### config.mk
export PLATFORM = sky130hd
export DESIGN_NAME = vga_frame_monitor
export DESIGN_NICKNAME = d
export VERILOG_FILES = /design/src/rtl/vga_frame_monitor.sv
export SDC_FILE = /design/constraint.sdc
export NUM_CORES = 1
export LEC_CHECK = 0
export CAP_MARGIN = 10
export CORE_UTILIZATION = 55
export CTS_BUF_LIST = sky130_fd_sc_hd__clkbuf_16
export DETAILED_ROUTE_END_ITERATION = 12
export GPL_TIMING_DRIVEN = 0
export MAX_ROUTING_LAYER = met4
export PLACE_DENSITY = 0.79
export SLEW_MARGIN = 20
export SYNTH_ARGS = -nofsm -noshare
export SYNTH_HDL_FRONTEND = slang
export SYNTH_SLANG_ARGS = --single-unit
export TNS_END_PERCENT = 20
### constraint.sdc
create_clock -name clk -period 3.15 [get_ports clk]
set_input_delay 0.315 -clock clk [delete_from_list [all_inputs] [get_ports clk]]
set_output_delay 0.315 -clock clk [all_outputs]
set_load 0.01 [all_outputs]
### src/rtl/vga_frame_monitor.sv
// Receive-side VGA checker: recovers pixel coordinates from blank/sync framing,
// reports the bounding box and count of target-colour pixels once per frame.
module vga_frame_monitor #(
  parameter int unsigned H_ACTIVE = 640,
  parameter int unsigned V_ACTIVE = 480,
  parameter logic [2:0]  TARGET_R = 3'b111,
  parameter logic [2:0]  TARGET_G = 3'b000,
  parameter logic [2:0]  TARGET_B = 3'b000
) (
  input  logic        clk,
  input  logic        reset,
  input  logic [2:0]  VGA_R,
  input  logic [2:0]  VGA_G,
  input  logic [2:0]  VGA_B,
  input  logic        VGA_HS,
  input  logic        VGA_VS,
  input  logic        VGA_BLANK_N,
  output logic [9:0]  box_x_min,
  output logic [9:0]  box_x_max,
  output logic [8:0]  box_y_min,
  output logic [8:0]  box_y_max,
  output logic [18:0] hit_count,
  output logic        box_found,
  output logic        frame_done,
  output logic        line_err,
  output logic        frame_err,
  output logic [15:0] frame_count,
  output logic        hs_seen
);

  localparam logic [9:0] H_LEN = H_ACTIVE[9:0];
  localparam logic [8:0] V_LEN = V_ACTIVE[8:0];

  typedef enum logic {
    WAIT_ARM,
    ARMED
  } arm_state_t;

  arm_state_t arm_state;

  logic [2:0]  s_r, s_g, s_b;
  logic        s_hs, s_vs, s_blank_n;
  logic        p_vs, p_blank_n;

  logic [9:0]  x_cnt;
  logic [8:0]  y_cnt;

  logic [9:0]  w_x_min, w_x_max;
  logic [8:0]  w_y_min, w_y_max;
  logic [18:0] w_hits;
  logic        w_found;
  logic        w_line_err;

  logic        line_end;
  logic        frame_edge;
  logic        hit;
  logic [8:0]  y_next;
  logic [8:0]  hit_y;
  logic        line_err_next;

  // Line-end accounting is folded in before the frame copy so a line that
  // closes on the same cycle as the VS edge still belongs to the old frame.
  always_comb begin
    line_end      = p_blank_n & ~s_blank_n;
    frame_edge    = p_vs & ~s_vs;
    hit           = s_blank_n && (s_r == TARGET_R) && (s_g == TARGET_G) && (s_b == TARGET_B);
    y_next        = y_cnt;
    line_err_next = w_line_err;
    if (line_end) begin
      if (y_cnt != '1) begin
        y_next = y_cnt + 9'd1;
      end
      if (x_cnt != H_LEN) begin
        line_err_next = 1'b1;
      end
    end
    hit_y = frame_edge ? '0 : y_cnt;
  end

  always_ff @(posedge clk) begin
    if (reset) begin
      s_r         <= '0;
      s_g         <= '0;
      s_b         <= '0;
      s_hs        <= 1'b1;
      s_vs        <= 1'b1;
      s_blank_n   <= 1'b0;
      p_vs        <= 1'b1;
      p_blank_n   <= 1'b0;
      x_cnt       <= '0;
      y_cnt       <= '0;
      w_x_min     <= '0;
      w_x_max     <= '0;
      w_y_min     <= '0;
      w_y_max     <= '0;
      w_hits      <= '0;
      w_found     <= 1'b0;
      w_line_err  <= 1'b0;
      arm_state   <= WAIT_ARM;
      box_x_min   <= '0;
      box_x_max   <= '0;
      box_y_min   <= '0;
      box_y_max   <= '0;
      hit_count   <= '0;
      box_found   <= 1'b0;
      frame_done  <= 1'b0;
      line_err    <= 1'b0;
      frame_err   <= 1'b0;
      frame_count <= '0;
      hs_seen     <= 1'b0;
    end else begin
      s_r       <= VGA_R;
      s_g       <= VGA_G;
      s_b       <= VGA_B;
      s_hs      <= VGA_HS;
      s_vs      <= VGA_VS;
      s_blank_n <= VGA_BLANK_N;
      p_vs      <= s_vs;
      p_blank_n <= s_blank_n;

      if (!s_hs) begin
        hs_seen <= 1'b1;
      end

      if (!s_blank_n) begin
        x_cnt <= '0;
      end else if (x_cnt != '1) begin
        x_cnt <= x_cnt + 10'd1;
      end

      frame_done <= 1'b0;
      if (frame_edge) begin
        if (arm_state == ARMED) begin
          box_x_min   <= w_x_min;
          box_x_max   <= w_x_max;
          box_y_min   <= w_y_min;
          box_y_max   <= w_y_max;
          hit_count   <= w_hits;
          box_found   <= w_found;
          line_err    <= line_err_next;
          frame_err   <= (y_next != V_LEN);
          frame_done  <= 1'b1;
          frame_count <= frame_count + 16'd1;
        end
        arm_state  <= ARMED;
        y_cnt      <= '0;
        w_line_err <= 1'b0;
      end else begin
        y_cnt      <= y_next;
        w_line_err <= line_err_next;
      end

      // A hit on the boundary cycle opens the new frame's box at y = 0.
      if (hit) begin
        if (frame_edge || !w_found) begin
          w_x_min <= x_cnt;
          w_x_max <= x_cnt;
          w_y_min <= hit_y;
          w_y_max <= hit_y;
          w_hits  <= 19'd1;
          w_found <= 1'b1;
        end else begin
          if (x_cnt < w_x_min) w_x_min <= x_cnt;
          if (x_cnt > w_x_max) w_x_max <= x_cnt;
          if (hit_y < w_y_min) w_y_min <= hit_y;
          if (hit_y > w_y_max) w_y_max <= hit_y;
          if (w_hits != '1) w_hits <= w_hits + 19'd1;
        end
      end else if (frame_edge) begin
        w_x_min <= '0;
        w_x_max <= '0;
        w_y_min <= '0;
        w_y_max <= '0;
        w_hits  <= '0;
        w_found <= 1'b0;
      end
    end
  end

endmodule

Word level (Yosys, flattened, before mapping)
Index checks and enable logic that the tools add are counted.

Flip-flop bits (word level): 171. Input bits: 14. Output and inout bits: 78. Word-level logic and storage cells: 99.

Add/subtract/negate cells: 4. Magnitude comparators: 4. Equal/unequal tests: 12. Muxes and demuxes: 27. Bitwise gates (word level): 5. Reductions and logical operators: 18.

Operators with widths (number): 2-to-1 mux 9 bit (10); 2-to-1 mux 19 bit (4); 2-to-1 mux 10 bit (7); inequality test 10 bit, second input constant (2); adder 19 x 1 -> 19 bit, second input constant (1); inequality test 19 bit, second input constant (1); inequality test 9 bit, second input constant (2); adder 16 x 1 -> 16 bit, second input constant (1); inequality test 3 x 1 -> 1 bit, second input constant (5); AND reduction 2 bit (7); adder 10 x 1 -> 10 bit, second input constant (1); greater-than comparator 10 bit (1); < comparator 10 bit (1); adder 9 x 1 -> 9 bit, second input constant (1); greater-than comparator 9 bit (1); < comparator 9 bit (1); zero test 3 bit (2); 2-to-1 mux 1 bit (6); OR reduction 2 bit (3); equality test 3 bit, second input constant (1); logical AND 1 bit (3); inverter 1 bit (3); AND 1 bit (2); inequality test 2 x 1 -> 1 bit, second input constant (1); other kinds (3) (3).

Depth between registers and ports, before layout
Gate-level depths: netlist of run 1.

Depth in word-level cells: 7. Mapped depth: 12. Gate-level depth less buffers: 9.

Worst setup path before layout of run 1
Ideal clock, no wire load.

Path type: flip-flop to flip-flop. From: reg p_vs. To: reg w_y_min[2]. Library setup time: 0.117 ns. Arrival: 2.429 ns. Required time: 3.033 ns. Slack: 0.604 ns. Stages on the path, launching flop included: 11. Buffers on the path: 1. Clock period less this slack: 2.546 ns. Cells stage by stage: dfxtp_1 > nor2b_1 > clkbuf_1 > nor2_1 > ha_1 > nor2b_1 > a311oi_1 > a221oi_1 > o311ai_1 > a31oi_1 > a22o_1.

Cells in the longest elaborated chain, start to end: 5. Elaborated cells on any way between the ends: 10. Those cells by class: 1 x order compare; 1 x eq/ne; 4 x mux; 1 x bitwise; 3 x reduce/logical.

Ends and longest elaborated chain: from (decl) (line 43) `logic p_vs, p_blank_n;`; from (signal assigned) (line 118) `p_vs <= s_vs;`; AND 1 bit * (line 65) `frame_edge = p_vs & ~s_vs;`; 2-to-1 mux 9 bit (line 77) `hit_y = frame_edge ? '0 : y_cnt;`; < comparator 9 bit / 2-to-1 mux 9 bit (equally long branches) (line 165) `if (hit_y < w_y_min) w_y_min <= hit_y;`; inequality test 3 x 1 -> 1 bit (no line) / 2-to-1 mux 9 bit (equally long branches); AND reduction 2 bit (no line) / 2-to-1 mux 9 bit (equally long branches); to (signal assigned) (line 158) `w_y_min <= hit_y;`; to (signal assigned) (line 165); to (decl) (line 49) `logic [8:0] w_y_min, w_y_max;`.

Mark *: on every way between the ends. The rest lies on a longest branch, timed or not. The select of a mux whose other input is x is not followed. A chain may end at the register's enable or synchronous reset.

Worst setup path in the final report of run 1
From: reg s_vs. To: reg w_y_max[2].

Cells in the longest elaborated chain, start to end: 6. Elaborated cells on any way between the ends: 11. Those cells by class: 1 x order compare; 1 x eq/ne; 4 x mux; 2 x bitwise; 3 x reduce/logical.

Ends and longest elaborated chain: from (decl) (line 42) `logic s_hs, s_vs, s_blank_n;`; from (signal assigned) (line 86) `s_vs <= 1'b1;`; from (signal assigned) (line 116) `s_vs <= VGA_VS;`; inverter 1 bit * (line 65); AND 1 bit * (line 65); 2-to-1 mux 9 bit (line 77); greater-than comparator 9 bit / 2-to-1 mux 9 bit (equally long branches) (line 166) `if (hit_y > w_y_max) w_y_max <= hit_y;`; inequality test 3 x 1 -> 1 bit (no line) / 2-to-1 mux 9 bit (equally long branches); AND reduction 2 bit (no line) / 2-to-1 mux 9 bit (equally long branches); to (signal assigned) (line 159) `w_y_max <= hit_y;`; to (signal assigned) (line 166); to (decl) (line 49).

Marks and branches as above.

==> impl_results.html, run 1 <==
<table>
<tr><th>Metric</th><th>Value</th></tr>
<tr><th colspan="2">Worst setup path</th></tr>
<tr><td>Critical path start-end classification</td><td>reg -&gt; reg</td></tr>
<tr><td>Signal arrival time at the worst endpoint</td><td>3.24 ns</td></tr>
<tr><td>Crit path launch type</td><td>flop</td></tr>
<tr><td>R2R depth</td><td>11</td></tr>
<tr><td>Largest fanout of any net on the critical path</td><td>10</td></tr>
<tr><td>Critical path endpoint category</td><td>flop</td></tr>
<tr><td>CP Data Required Time</td><td>3.44 ns</td></tr>
<tr><th colspan="2">Synth</th></tr>
<tr><td>Cell count after synthesis</td><td>885</td></tr>
<tr><td>Cell area after technology mapping</td><td>0.00749 mm2</td></tr>
<tr><td>Leading register cell type out of synthesis</td><td>dfxtp_1</td></tr>
<tr><td>Count of flip-flops with a built-in enable after synthesis</td><td>0</td></tr>
<tr><td>Mean area per synthesized cell</td><td>8.46 um2</td></tr>
<tr><td>Synthesis warning total</td><td>0</td></tr>
<tr><td>Number of distinct library cell variants in the gate-level netlist after synthesis</td><td>59</td></tr>
<tr><td>Part of the Yosys area used for sequential elements</td><td>45.7%</td></tr>
<tr><td>Post-synthesis async set-or-reset flop share</td><td>0%</td></tr>
<tr><td>Number of synthesized register bits</td><td>171</td></tr>
<tr><td>Post-Synthesis Net Count</td><td>936</td></tr>
<tr><th colspan="2">Placed design</th></tr>
<tr><td>Detailed Place HPWL</td><td>12.9 mm</td></tr>
<tr><td>Number of cells in the design after placement</td><td>1152</td></tr>
<tr><td>Pre-CTS setup slack</td><td>-0.00377 ns</td></tr>
<tr><td>Port-buffer cells</td><td>91</td></tr>
<tr><td>Final Wtd Congestion</td><td>0.987</td></tr>
<tr><th colspan="2">STA</th></tr>
<tr><td>Max Slew Vio Count</td><td>0</td></tr>
<tr><td>Post-layout worst setup margin</td><td>0.200 ns</td></tr>
<tr><td>Setup repair after global routing missed its margin</td><td>false</td></tr>
<tr><td>Remaining max-slew budget at the tightest pin</td><td>48.3%</td></tr>
<tr><td>Period utilisation layout</td><td>93.6%</td></tr>
<tr><td>Setup-violating endpoint count in the final report</td><td>0</td></tr>
<tr><td>Final hold vios</td><td>0</td></tr>
<tr><td>Transition time at the pin with the least slew margin</td><td>0.769 ns</td></tr>
<tr><td>Largest clock skew in the final design</td><td>0.00522 ns</td></tr>
<tr><td>Max Freq</td><td>339 MHz</td></tr>
<tr><td>Period minus WS final</td><td>2.95 ns</td></tr>
<tr><th colspan="2">Clocking</th></tr>
<tr><td>Number of clock sinks</td><td>171</td></tr>
<tr><td>Number of hold buffers added after cts</td><td>0</td></tr>
<tr><td>Clk_lat worst skew</td><td>0.43 ns</td></tr>
<tr><td>Number of gates resized after CTS</td><td>1</td></tr>
<tr><td>TritonCTS clock tree</td><td>built</td></tr>
<tr><td>Buffer depth of the longest clock path</td><td>2</td></tr>
<tr><td>Root buffer cell</td><td>clkbuf_16</td></tr>
<tr><td>Number of buffers created by CTS</td><td>17</td></tr>
<tr><td>Post-CTS clock slew at the launch and capture registers of the worst setup and hold paths</td><td>0.06 ns</td></tr>
<tr><td>Setup Buffers After CTS</td><td>0</td></tr>
<tr><td>Count of H-tree levels built during CTS</td><td>4</td></tr>
<tr><th colspan="2">Die</th></tr>
<tr><td>Std-Cell Rows</td><td>42</td></tr>
<tr><td>Chip Height</td><td>119 um</td></tr>
<tr><td>Die X-Extent</td><td>119 um</td></tr>
<tr><td>Floorplan Core Area</td><td>0.0132 mm2</td></tr>
<tr><td>Die ar.</td><td>0.0141 mm2</td></tr>
<tr><td>I/O pin count</td><td>92</td></tr>
<tr><td>Effective utilization at floorplan</td><td>56.5%</td></tr>
<tr><th colspan="2">Run</th></tr>
<tr><td>Max-cap violation count</td><td>0</td></tr>
<tr><th colspan="2">Cells and area</th></tr>
<tr><td>Share of cells above drive strength 1</td><td>5.16%</td></tr>
<tr><td>Most frequent standard cell in the layout excluding fill and tap cells</td><td>dfxtp_1</td></tr>
<tr><td>Most frequent cells in the layout</td><td>dfxtp_1 (171), nand2_1 (158), clkdlybuf4s50_1 (91)</td></tr>
<tr><td>Post-layout utilization of the core</td><td>69.5%</td></tr>
<tr><td>Total inserted antenna cells</td><td>0</td></tr>
<tr><td>Post-synthesis to final-layout area growth</td><td>22.9%</td></tr>
<tr><td>Layout net count</td><td>1046</td></tr>
<tr><td>Post-route insts no fill</td><td>1184</td></tr>
<tr><th colspan="2">Pwr</th></tr>
<tr><td>Leakage component of the power</td><td>3.26 nW</td></tr>
<tr><td>Pwr dens</td><td>469 mW/mm2</td></tr>
<tr><td>Maximum vdd ir drop</td><td>0.345 mV</td></tr>
<tr><th colspan="2">Routing</th></tr>
<tr><td>Number of detailed-routing iterations run before antenna repair</td><td>7</td></tr>
<tr><td>Total via count in the routed design</td><td>6605</td></tr>
<tr><td>Drt drc</td><td>0</td></tr>
<tr><td>WL per Instance</td><td>15.1 um</td></tr>
<tr><td>Post-Route WL</td><td>17.9 mm</td></tr>
<tr><td>DRC violation total after the first TritonRoute iteration</td><td>613</td></tr>
<tr><td>Drt via density</td><td>5.58</td></tr>
<tr><td>Antenna-violating nets left</td><td>0</td></tr>
<tr><th colspan="2">GRT</th></tr>
<tr><td>Number of global-route vias before repair</td><td>5974</td></tr>
<tr><td>Pin count of the biggest net entering global routing</td><td>17</td></tr>
<tr><td>Number of antenna violations at the first check in global routing</td><td>0</td></tr>
<tr><td>Wire length of the first global-routing pass</td><td>29.1 mm</td></tr>
<tr><td>Combined global-route utilization of all metal layers</td><td>27.0%</td></tr>
<tr><td>Congestion Overflow GR</td><td>0</td></tr>
<tr><th colspan="2">Outcome</th></tr>
<tr><td>Run status</td><td>complete, no violations</td></tr>
<tr><th colspan="2">Worst hold path</th></tr>
<tr><td>Hold Path Stages</td><td>2</td></tr>
<tr><td>Hold Crit Class</td><td>in -&gt; reg</td></tr>
</table>
==> sequential cells by signal, indices dropped and copies added (netlist names), 10 cells and up <==
signal,flops
w_x_min,10
hit_count,19
box_x_max,10
w_x_max,10
frame_count,16
w_hits,19
x_cnt,10
box_x_min,10
==> logic make-up (layout without fill, tap and decap cells) <==
group	Yosys count	after routing	synth area share (%)
buf+inv	101	224	5.50
mux	4	4	0.535
xor+xnor	34	34	3.98
compound gates	181	181	15.8
simple gates	356	356	22.1
flops	171	171	45.7
fa+ha+maj	38	38	6.32
==> metrics by stage <==
step	area [um2]	hold slack, ns	setup TNS (ns)	power (W)
2_1_floorplan	7490	0.389	0	0.00231
3_3_place_gp	8620	0.434	0	0.00237
3_5_place_dp	8620	0.446	-0.00377	0.00237
4_1_cts	9180	0.425	0	0.00433
5_1_grt	9200	0.433	0	0.00444
6_report	9200	0.430	0	0.00432
==> final timing paths <==
path / start / end / slack, ns
worst max register to register: s_vs / w_y_max[2] / 0.20
worst min-delay path: VGA_BLANK_N / s_blank_n / 0.43
worst max-delay path: s_vs / w_y_max[2] / 0.20
worst min register to register: box_x_max[7] / box_x_max[7] / 0.45
==> final cells by class <==
cell class | count | area, um2
buffer | 48 | 216
clock buffer | 17 | 425
clock inverter | 15 | 134
fill | 1128 | 4040
inverter | 53 | 199
multi-input combinational | 613 | 3670
sequential | 171 | 3420
tap | 176 | 220
timing repair buffer | 91 | 911
==> per-layer routing <==
layer | track usage (%) | routed length [um]
met4 | 11.3 | 439
met1 | 34.9 | 8240
met3 | 4.83 | 877
met5 | - | 0
met2 | 41.7 | 8300
==> critical path, stage by stage (launching register included) <==
cell      delay, ns
dfxtp_1        0.36
nand2b_1       0.11
clkbuf_1       0.31
clkbuf_8       0.26
nand2_1        0.07
ha_1           0.19
inv_1          0.05
a21oi_1        0.06
maj3_1         0.36
o31a_1         0.27
a211oi_2       0.60
o32ai_1        0.16
==> where the power goes <==
part | total (W) | internal (W) | switching (W)
combinational | 0.000141 | 0.0000476 | 0.0000938
clock | 0.00199 | 0.00115 | 0.000841
sequential | 0.00219 | 0.00218 | 0.0000103
total | 0.00432 | 0.00337 | 0.000945
==> synthesized netlist by cell type (all sizes together), types with 12 or more instances <==
| master | instances | area, um2 |
|---|---|---|
| dfxtp | 171 | 3420 |
| o21ai | 12 | 60.1 |
| nor2b | 15 | 93.8 |
| a22o | 29 | 254 |
| and3 | 12 | 75.1 |
| xor2 | 24 | 210 |
| nand2 | 159 | 604 |
| a21oi | 87 | 435 |
| nor2 | 70 | 263 |
| ha | 37 | 463 |
| inv | 53 | 199 |
| clkbuf | 37 | 159 |
| nor3 | 14 | 75.1 |
| nand3 | 27 | 145 |
| nand4 | 19 | 119 |
Power figures use the tool's default switching activity.
==> run 2, diff against run 1 <==
--- a/config.mk
+++ b/config.mk
@@ -7,7 +7,6 @@
 export LEC_CHECK = 0
 export CAP_MARGIN = 10
 export CORE_UTILIZATION = 55
-export CTS_BUF_LIST = sky130_fd_sc_hd__clkbuf_16
 export DETAILED_ROUTE_END_ITERATION = 12
 export GPL_TIMING_DRIVEN = 0
 export MAX_ROUTING_LAYER = met4
==> run 2 against run 1 <==
- final cell count stayed put
- via count is 0.45% lower
- sequential share of layout area is 0.16 points lower
- global-route usage is 0.14 points lower
- die area stayed put
- hold slack worse by 0.00096 ns
- design area is 0.44% higher
- combinational power hardly changed
- register-to-register slack hardly changed
- critical path depth stayed put
- worst setup slack hardly changed
- highest routed layer unchanged
==> impl_results.html, run 2 (same netlist as run 1, synthesis figures left out) <==
<table>
<tr><th>Metric</th><th>Value</th></tr>
<tr><th colspan="2">GRT</th></tr>
<tr><td>Number of global-route vias before repair</td><td>5976 (+0.033%)</td></tr>
<tr><td>Pin count of the biggest net entering global routing</td><td>17 (unchanged)</td></tr>
<tr><td>Congestion Overflow GR</td><td>0 (unchanged)</td></tr>
<tr><td>Number of antenna violations at the first check in global routing</td><td>0 (unchanged)</td></tr>
<tr><td>Wire length of the first global-routing pass</td><td>29.0 mm (-0.24%)</td></tr>
<tr><td>Combined global-route utilization of all metal layers</td><td>26.9% (-0.14 points)</td></tr>
<tr><th colspan="2">Cells and area</th></tr>
<tr><td>Area occupied by multi-input gates</td><td>0.00367 mm2 (unchanged)</td></tr>
<tr><td>Most frequent standard cell in the layout excluding fill and tap cells</td><td>dfxtp_1</td></tr>
<tr><td>Post-synthesis to final-layout area growth</td><td>23.4%</td></tr>
<tr><td>Total inserted antenna cells</td><td>0 (unchanged)</td></tr>
<tr><td>Number of filler cells placed in the layout</td><td>1120 (-0.71%)</td></tr>
<tr><td>Layout net count</td><td>1046 (unchanged)</td></tr>
<tr><td>Sequential Area</td><td>0.00342 mm2 (unchanged)</td></tr>
<tr><td>Biggest registers after layout</td><td>hit_count: 19 flops, w_hits: 19 flops, frame_count: 16 flops</td></tr>
<tr><td>Post-route insts no fill</td><td>1184 (unchanged)</td></tr>
<tr><td>Most frequent cells in the layout</td><td>dfxtp_1 (171), nand2_1 (158), clkdlybuf4s50_1 (91)</td></tr>
<tr><td>Cell area after layout</td><td>0.00924 mm2 (+0.44%)</td></tr>
<tr><td>Share of cells above drive strength 1</td><td>5.56% (+0.40 points)</td></tr>
<tr><th colspan="2">Worst setup path</th></tr>
<tr><td>Critical path, cell by cell</td><td>nand2b_1, clkbuf_1, clkbuf_8, nand2_1, ha_1, inv_1, a21oi_1, maj3_1, o31a_1, a211oi_2, o32ai_1</td></tr>
<tr><td>Crit path launch type</td><td>flop</td></tr>
<tr><td>Highest cell delay on the worst timing path</td><td>0.60 ns (about the same)</td></tr>
<tr><td>Buffers &amp; Inverters on Critical Path</td><td>3 (unchanged)</td></tr>
<tr><td>Launch point of the worst path</td><td>s_vs</td></tr>
<tr><td>Signal arrival time at the worst endpoint</td><td>3.24 ns (about the same)</td></tr>
<tr><td>Cell with the biggest individual delay on the critical path</td><td>a211oi_2</td></tr>
<tr><td>Largest fanout of any net on the critical path</td><td>10 (unchanged)</td></tr>
<tr><td>Reg2reg start</td><td>s_vs</td></tr>
<tr><td>Critical path start-end classification</td><td>reg -&gt; reg</td></tr>
<tr><td>CP Data Required Time</td><td>3.44 ns (about the same)</td></tr>
<tr><td>Critical path endpoint category</td><td>flop</td></tr>
<tr><td>Top delay family on crit path</td><td>compound AO/OA/AOI/OAI gates</td></tr>
<tr><th colspan="2">STA</th></tr>
<tr><td>Final hold vios</td><td>0 (unchanged)</td></tr>
<tr><td>Max Slew Vio Count</td><td>0 (unchanged)</td></tr>
<tr><td>Setup repair after global routing missed its margin</td><td>false</td></tr>
<tr><td>Post-layout worst setup margin</td><td>0.201 ns (+0.000480 ns)</td></tr>
<tr><td>Period minus WS final</td><td>2.95 ns (-0.000480 ns)</td></tr>
<tr><td>Final-layout setup total negative slack</td><td>0 ns (unchanged)</td></tr>
<tr><td>Period utilisation layout</td><td>93.6% (about the same)</td></tr>
<tr><td>Transition time at the pin with the least slew margin</td><td>0.824 ns (+0.0557 ns)</td></tr>
<tr><td>Setup-violating endpoint count in the final report</td><td>0 (unchanged)</td></tr>
<tr><td>Remaining max-slew budget at the tightest pin</td><td>44.6% (-3.7 points)</td></tr>
<tr><td>Max Freq</td><td>339 MHz (about the same)</td></tr>
<tr><td>Largest clock skew in the final design</td><td>0.00854 ns (+0.00332 ns)</td></tr>
<tr><th colspan="2">Clocking</th></tr>
<tr><td>Number of buffers created by CTS</td><td>17 (unchanged)</td></tr>
<tr><td>Count of H-tree levels built during CTS</td><td>4 (unchanged)</td></tr>
<tr><td>Root buffer cell</td><td>clkbuf_16</td></tr>
<tr><td>Clk_lat worst skew</td><td>0.43 ns (about the same)</td></tr>
<tr><td>Number of clock sinks</td><td>171 (unchanged)</td></tr>
<tr><td>Post-CTS clock slew at the launch and capture registers of the worst setup and hold paths</td><td>0.06 ns (about the same)</td></tr>
<tr><td>Setup Buffers After CTS</td><td>0 (unchanged)</td></tr>
<tr><td>TritonCTS clock tree</td><td>built</td></tr>
<tr><td>Number of gates resized after CTS</td><td>1 (unchanged)</td></tr>
<tr><td>Number of hold buffers added after cts</td><td>0 (unchanged)</td></tr>
<tr><td>Buffer depth of the longest clock path</td><td>2 (unchanged)</td></tr>
<tr><th colspan="2">Placed design</th></tr>
<tr><td>Pre-CTS setup slack</td><td>-0.00377 ns (unchanged)</td></tr>
<tr><td>Final Wtd Congestion</td><td>0.987 (unchanged)</td></tr>
<tr><td>Cell area after placement</td><td>0.00862 mm2 (unchanged)</td></tr>
<tr><td>Detailed Place HPWL</td><td>12.9 mm (unchanged)</td></tr>
<tr><td>Port-buffer cells</td><td>91 (unchanged)</td></tr>
<tr><td>Number of cells in the design after placement</td><td>1152 (unchanged)</td></tr>
<tr><th colspan="2">Pwr</th></tr>
<tr><td>Leakage component of the power</td><td>3.28 nW (+0.56%)</td></tr>
<tr><td>Pwr dens</td><td>478 mW/mm2 (+1.9%)</td></tr>
<tr><td>Final total power</td><td>0.00442 W (+2.4%)</td></tr>
<tr><td>Maximum vdd ir drop</td><td>0.342 mV (-0.82%)</td></tr>
<tr><th colspan="2">Worst hold path</th></tr>
<tr><td>Hold Crit Class</td><td>in -&gt; reg</td></tr>
<tr><td>Worst hold path startpoint</td><td>VGA_G[2]</td></tr>
<tr><th colspan="2">Routing</th></tr>
<tr><td>Total via count in the routed design</td><td>6575 (-0.45%)</td></tr>
<tr><td>Post-Route WL</td><td>17.8 mm (about the same)</td></tr>
<tr><td>Drt drc</td><td>0 (unchanged)</td></tr>
<tr><td>WL per Instance</td><td>15.1 um (about the same)</td></tr>
<tr><td>Antenna-violating nets left</td><td>0 (unchanged)</td></tr>
<tr><td>Number of detailed-routing iterations run before antenna repair</td><td>5 (-2)</td></tr>
<tr><td>DRC violation total after the first TritonRoute iteration</td><td>610 (-0.49%)</td></tr>
<tr><td>Drt via density</td><td>5.55 (-0.45%)</td></tr>
<tr><th colspan="2">Die</th></tr>
<tr><td>Effective utilization at floorplan</td><td>56.5% (unchanged)</td></tr>
<tr><td>Die X-Extent</td><td>119 um (unchanged)</td></tr>
<tr><td>Std-Cell Rows</td><td>42 (unchanged)</td></tr>
<tr><td>I/O pin count</td><td>92 (unchanged)</td></tr>
<tr><td>Die ar.</td><td>0.0141 mm2 (unchanged)</td></tr>
<tr><td>Chip Height</td><td>119 um (unchanged)</td></tr>
<tr><td>Floorplan Core Area</td><td>0.0132 mm2 (unchanged)</td></tr>
<tr><th colspan="2">Outcome</th></tr>
<tr><td>Run status</td><td>complete, no violations</td></tr>
<tr><th colspan="2">Run</th></tr>
<tr><td>Max-cap violation count</td><td>0 (unchanged)</td></tr>
</table>
run 2: layout make-up:
cell class / count / area share [%]
buffer: 48 / 2.34
clock buffer: 22 / 5.24
clock inverter: 10 / 1.25
inverter: 53 / 2.15
multi-input combinational: 613 / 39.7
sequential: 171 / 37.0
tap: 176 / 2.38
timing repair buffer: 91 / 9.86
run 2: final timing paths:
check,end,slack [ns],cells past startpoint
worst min-delay path,s_g[2],0.43,2
worst max register to register,w_y_max[2],0.20,11
worst max-delay path,w_y_max[2],0.20,11
worst min register to register,box_x_max[3],0.45,2
run 2: metal layers:
layer | vias to the layer above | wire length [um] | track usage (%)
met5 | - | 0 | -
met4 | 0 | 420 | 11.4
met3 | 29 | 816 | 4.54
met2 | 192 | 8230 | 41.4
met1 | 3074 | 8370 | 35.0
li1 | 3280 | - | -
run 2: power by group:
| group | internal [W] | total, W | switching [W] |
|---|---|---|---|
| registers | 0.00218 | 0.00219 | 0.0000106 |
| clock network | 0.00125 | 0.00209 | 0.000841 |
| logic | 0.0000476 | 0.000142 | 0.0000940 |
| total | 0.00347 | 0.00442 | 0.000946 |
run 2: through the flow:
step,util [%],hold slack [ns]
2_1_floorplan,-,0.389
3_3_place_gp,65.1,0.434
3_5_place_dp,65.1,0.446
4_1_cts,69.6,0.423
5_1_grt,69.8,0.432
6_report,69.8,0.429
==> run 3, diff against run 2 <==
--- a/config.mk
+++ b/config.mk
@@ -6,6 +6,7 @@
 export NUM_CORES = 1
 export LEC_CHECK = 0
 export CAP_MARGIN = 10
+export CORE_MARGIN = 1.5
 export CORE_UTILIZATION = 55
 export DETAILED_ROUTE_END_ITERATION = 12
 export GPL_TIMING_DRIVEN = 0
==> run 3 against run 2 <==
- sequential share of layout area up 0.090 points
- first-iteration DRC count down 16%
- hold slack better by 0.0094 ns
==> impl_results.html, run 3 (same netlist as run 1, synthesis figures left out) <==
<table>
<tr><th>Metric</th><th>Value</th></tr>
<tr><th colspan="2">STA</th></tr>
<tr><td>Remaining max-slew budget at the tightest pin</td><td>47.0% (+2.4 points)</td></tr>
<tr><td>Largest clock skew in the final design</td><td>0.00962 ns (+0.00108 ns)</td></tr>
<tr><td>Post-layout worst setup margin</td><td>0.174 ns (-0.0268 ns)</td></tr>
<tr><td>Period utilisation layout</td><td>94.5% (+0.85 points)</td></tr>
<tr><td>Period minus WS final</td><td>2.98 ns (+0.0268 ns)</td></tr>
<tr><td>Final hold vios</td><td>0 (unchanged)</td></tr>
<tr><td>Final-layout setup total negative slack</td><td>0 ns (unchanged)</td></tr>
<tr><td>Transition time at the pin with the least slew margin</td><td>0.788 ns (-0.0363 ns)</td></tr>
<tr><td>Max Freq</td><td>336 MHz (-0.90%)</td></tr>
<tr><td>Hold WS</td><td>0.438 ns (+0.00938 ns)</td></tr>
<tr><td>Setup repair after global routing missed its margin</td><td>false</td></tr>
<tr><td>Setup-violating endpoint count in the final report</td><td>0 (unchanged)</td></tr>
<tr><td>Max Slew Vio Count</td><td>0 (unchanged)</td></tr>
<tr><th colspan="2">Die</th></tr>
<tr><td>I/O pin count</td><td>92 (unchanged)</td></tr>
<tr><td>Die X-Extent</td><td>120 um (+0.84%)</td></tr>
<tr><td>Chip Height</td><td>120 um (+0.84%)</td></tr>
<tr><td>Floorplan Core Area</td><td>0.0132 mm2 (unchanged)</td></tr>
<tr><td>Std-Cell Rows</td><td>42 (unchanged)</td></tr>
<tr><td>Die ar.</td><td>0.0143 mm2 (+1.7%)</td></tr>
<tr><td>Effective utilization at floorplan</td><td>56.5% (unchanged)</td></tr>
<tr><th colspan="2">Routing</th></tr>
<tr><td>Drt drc</td><td>0 (unchanged)</td></tr>
<tr><td>Post-Route WL</td><td>17.6 mm (-1.1%)</td></tr>
<tr><td>Total via count in the routed design</td><td>6599 (+0.37%)</td></tr>
<tr><td>Drt via density</td><td>5.58 (+0.53%)</td></tr>
<tr><td>WL per Instance</td><td>14.9 um (-0.98%)</td></tr>
<tr><td>Antenna-violating nets left</td><td>0 (unchanged)</td></tr>
<tr><td>DRC violation total after the first TritonRoute iteration</td><td>514 (-16%)</td></tr>
<tr><td>Number of detailed-routing iterations run before antenna repair</td><td>5 (unchanged)</td></tr>
<tr><th colspan="2">Clocking</th></tr>
<tr><td>Root buffer cell</td><td>clkbuf_16</td></tr>
<tr><td>Setup Buffers After CTS</td><td>0 (unchanged)</td></tr>
<tr><td>TritonCTS clock tree</td><td>built</td></tr>
<tr><td>Buffer depth of the longest clock path</td><td>2 (unchanged)</td></tr>
<tr><td>Number of hold buffers added after cts</td><td>0 (unchanged)</td></tr>
<tr><td>Count of H-tree levels built during CTS</td><td>4 (unchanged)</td></tr>
<tr><td>Number of clock sinks</td><td>171 (unchanged)</td></tr>
<tr><td>Post-CTS clock slew at the launch and capture registers of the worst setup and hold paths</td><td>0.06 ns (about the same)</td></tr>
<tr><td>Number of buffers created by CTS</td><td>17 (unchanged)</td></tr>
<tr><td>Clk_lat worst skew</td><td>0.43 ns (about the same)</td></tr>
<tr><th colspan="2">Placed design</th></tr>
<tr><td>Port-buffer cells</td><td>91 (unchanged)</td></tr>
<tr><td>Detailed Place HPWL</td><td>12.8 mm (-0.55%)</td></tr>
<tr><td>Pre-CTS setup slack</td><td>-0.00467 ns (-0.000902 ns)</td></tr>
<tr><td>Final Wtd Congestion</td><td>0.971 (-1.7%)</td></tr>
<tr><th colspan="2">Cells and area</th></tr>
<tr><td>Total inserted antenna cells</td><td>0 (unchanged)</td></tr>
<tr><td>Post-synthesis to final-layout area growth</td><td>23.1%</td></tr>
<tr><td>Most frequent cells in the layout</td><td>dfxtp_1 (171), nand2_1 (158), clkdlybuf4s50_1 (91)</td></tr>
<tr><td>Most frequent standard cell in the layout excluding fill and tap cells</td><td>dfxtp_1</td></tr>
<tr><td>Share of cells above drive strength 1</td><td>5.17% (-0.39 points)</td></tr>
<tr><td>Biggest registers after layout</td><td>hit_count: 19 flops, w_hits: 19 flops, frame_count: 16 flops</td></tr>
<tr><td>Layout net count</td><td>1046 (unchanged)</td></tr>
<tr><th colspan="2">Run</th></tr>
<tr><td>Max-cap violation count</td><td>0 (unchanged)</td></tr>
<tr><th colspan="2">GRT</th></tr>
<tr><td>Combined global-route utilization of all metal layers</td><td>26.0% (-0.91 points)</td></tr>
<tr><td>Number of global-route vias before repair</td><td>6177 (+3.4%)</td></tr>
<tr><td>Wire length of the first global-routing pass</td><td>28.9 mm (-0.24%)</td></tr>
<tr><td>Pin count of the biggest net entering global routing</td><td>17 (unchanged)</td></tr>
<tr><td>Congestion Overflow GR</td><td>0 (unchanged)</td></tr>
<tr><td>Number of antenna violations at the first check in global routing</td><td>0 (unchanged)</td></tr>
<tr><th colspan="2">Pwr</th></tr>
<tr><td>Final total power</td><td>0.00438 W (-0.98%)</td></tr>
<tr><td>Pwr dens</td><td>475 mW/mm2 (-0.74%)</td></tr>
<tr><td>Maximum vdd ir drop</td><td>0.364 mV (+6.4%)</td></tr>
<tr><td>Internal cell power</td><td>0.00347 W (-0.21%)</td></tr>
<tr><td>Combinational share of power</td><td>3.2% (about the same)</td></tr>
<tr><td>Clk network pwr share</td><td>46.8% (-0.5 points)</td></tr>
<tr><td>Proportion of total power due to net switching</td><td>20.8% (-0.61 points)</td></tr>
<tr><td>Power spent charging and discharging nets</td><td>0.000910 W (-3.8%)</td></tr>
<tr><td>Relative contribution of sequential cells to total power</td><td>50.0% (+0.5 points)</td></tr>
<tr><td>Leakage component of the power</td><td>3.26 nW (-0.41%)</td></tr>
<tr><th colspan="2">Worst hold path</th></tr>
<tr><td>Hold Crit Class</td><td>in -&gt; reg</td></tr>
<tr><th colspan="2">Worst setup path</th></tr>
<tr><td>Critical path start-end classification</td><td>reg -&gt; reg</td></tr>
<tr><td>Largest fanout of any net on the critical path</td><td>10 (unchanged)</td></tr>
<tr><td>Critical path, cell by cell</td><td>nand2b_1, clkbuf_1, clkbuf_8, nand2_1, ha_1, inv_1, a21oi_1, maj3_1, o31a_1, a211oi_2, o32ai_1</td></tr>
<tr><td>Cell with the biggest individual delay on the critical path</td><td>a211oi_2</td></tr>
<tr><td>Critical path endpoint category</td><td>flop</td></tr>
<tr><td>Signal arrival time at the worst endpoint</td><td>3.26 ns (+0.02 ns)</td></tr>
<tr><td>Highest cell delay on the worst timing path</td><td>0.61 ns (about the same)</td></tr>
<tr><td>Crit path launch type</td><td>flop</td></tr>
<tr><td>Reg-to-reg setup timing slack</td><td>0.17 ns (-0.03 ns)</td></tr>
<tr><td>CP Data Required Time</td><td>3.43 ns (about the same)</td></tr>
<tr><th colspan="2">Outcome</th></tr>
<tr><td>Run status</td><td>complete, no violations</td></tr>
</table>
==> run 3: cell count changes in the layout (fill, tap and decap cells not counted), sizes merged <==
cell	delta
clkinv	-4
clkbuf	+2
==> run 3: metal layers <==
metal	wire length (um)	global-route usage, %	up-vias
li1	-	-	3278
met1	8090	32.9	3068
met2	8040	40.8	212
met3	977	4.94	41
met4	520	11.3	0
met5	0	-	-
==> run 3: worst paths after layout <==
check,start,endpoint,depth (start not counted)
worst min register to register,hs_seen,hs_seen,2
worst max-delay path,s_vs,w_y_max[7],11
worst max register to register,s_vs,w_y_max[7],11
worst min-delay path,VGA_BLANK_N,s_blank_n,2
==> run 3: metrics by stage <==
| step | util [%] | std cells | instance area, um2 |
|---|---|---|---|
| finish | 69.6 | 1182 | 9220 |
| global route | 69.6 | 1182 | 9220 |
| CTS | 69.5 | 1182 | 9210 |
| detailed placement | 65.1 | 1152 | 8620 |
| global placement | 65.1 | 1152 | 8620 |
| floorplan | - | 885 | 7490 |
==> run 3: power by group through the flow <==
stage	clock network, W	logic, W	registers (W)
finish	0.00205	0.000140	0.00219
global route	0.00216	0.000153	0.00219
CTS	0.00207	0.000140	0.00219
detailed placement	0	0.000139	0.00223
global placement	0	0.000137	0.00223
floorplan	0	0.0000815	0.00223
==> run 3: area by class of cell <==
| cell class | instances | area (um2) |
|---|---|---|
| Fill cell | 1080 | 4020 |
| Inverter | 53 | 199 |
| Buffer | 48 | 214 |
| Timing Repair Buffer | 91 | 911 |
| Sequential cell | 171 | 3420 |
| Tap cell | 176 | 220 |
| Multi-Input combinational cell | 613 | 3670 |
| Clock buffer | 24 | 492 |
| Clock inverter | 6 | 87.6 |
==> run 3: worst max-delay path: cells and delay by family, from the launching register on <==
family	cells	cell delay (ns)
AO/OA/AOI/OAI	4	1.11
buffers and inverters	3	0.63
adder cells (fa/ha/maj)	2	0.56
flip-flops	1	0.35
AND/OR/NAND/NOR	2	0.18
==> run 3: timing repair <==
| action | 4_1_cts | 5_1_grt |
|---|---|---|
| resized for setup | 1 | 3 |
| pin swaps | 0 | 0 |
| endpoints found under the setup margin | 4 | 18 |
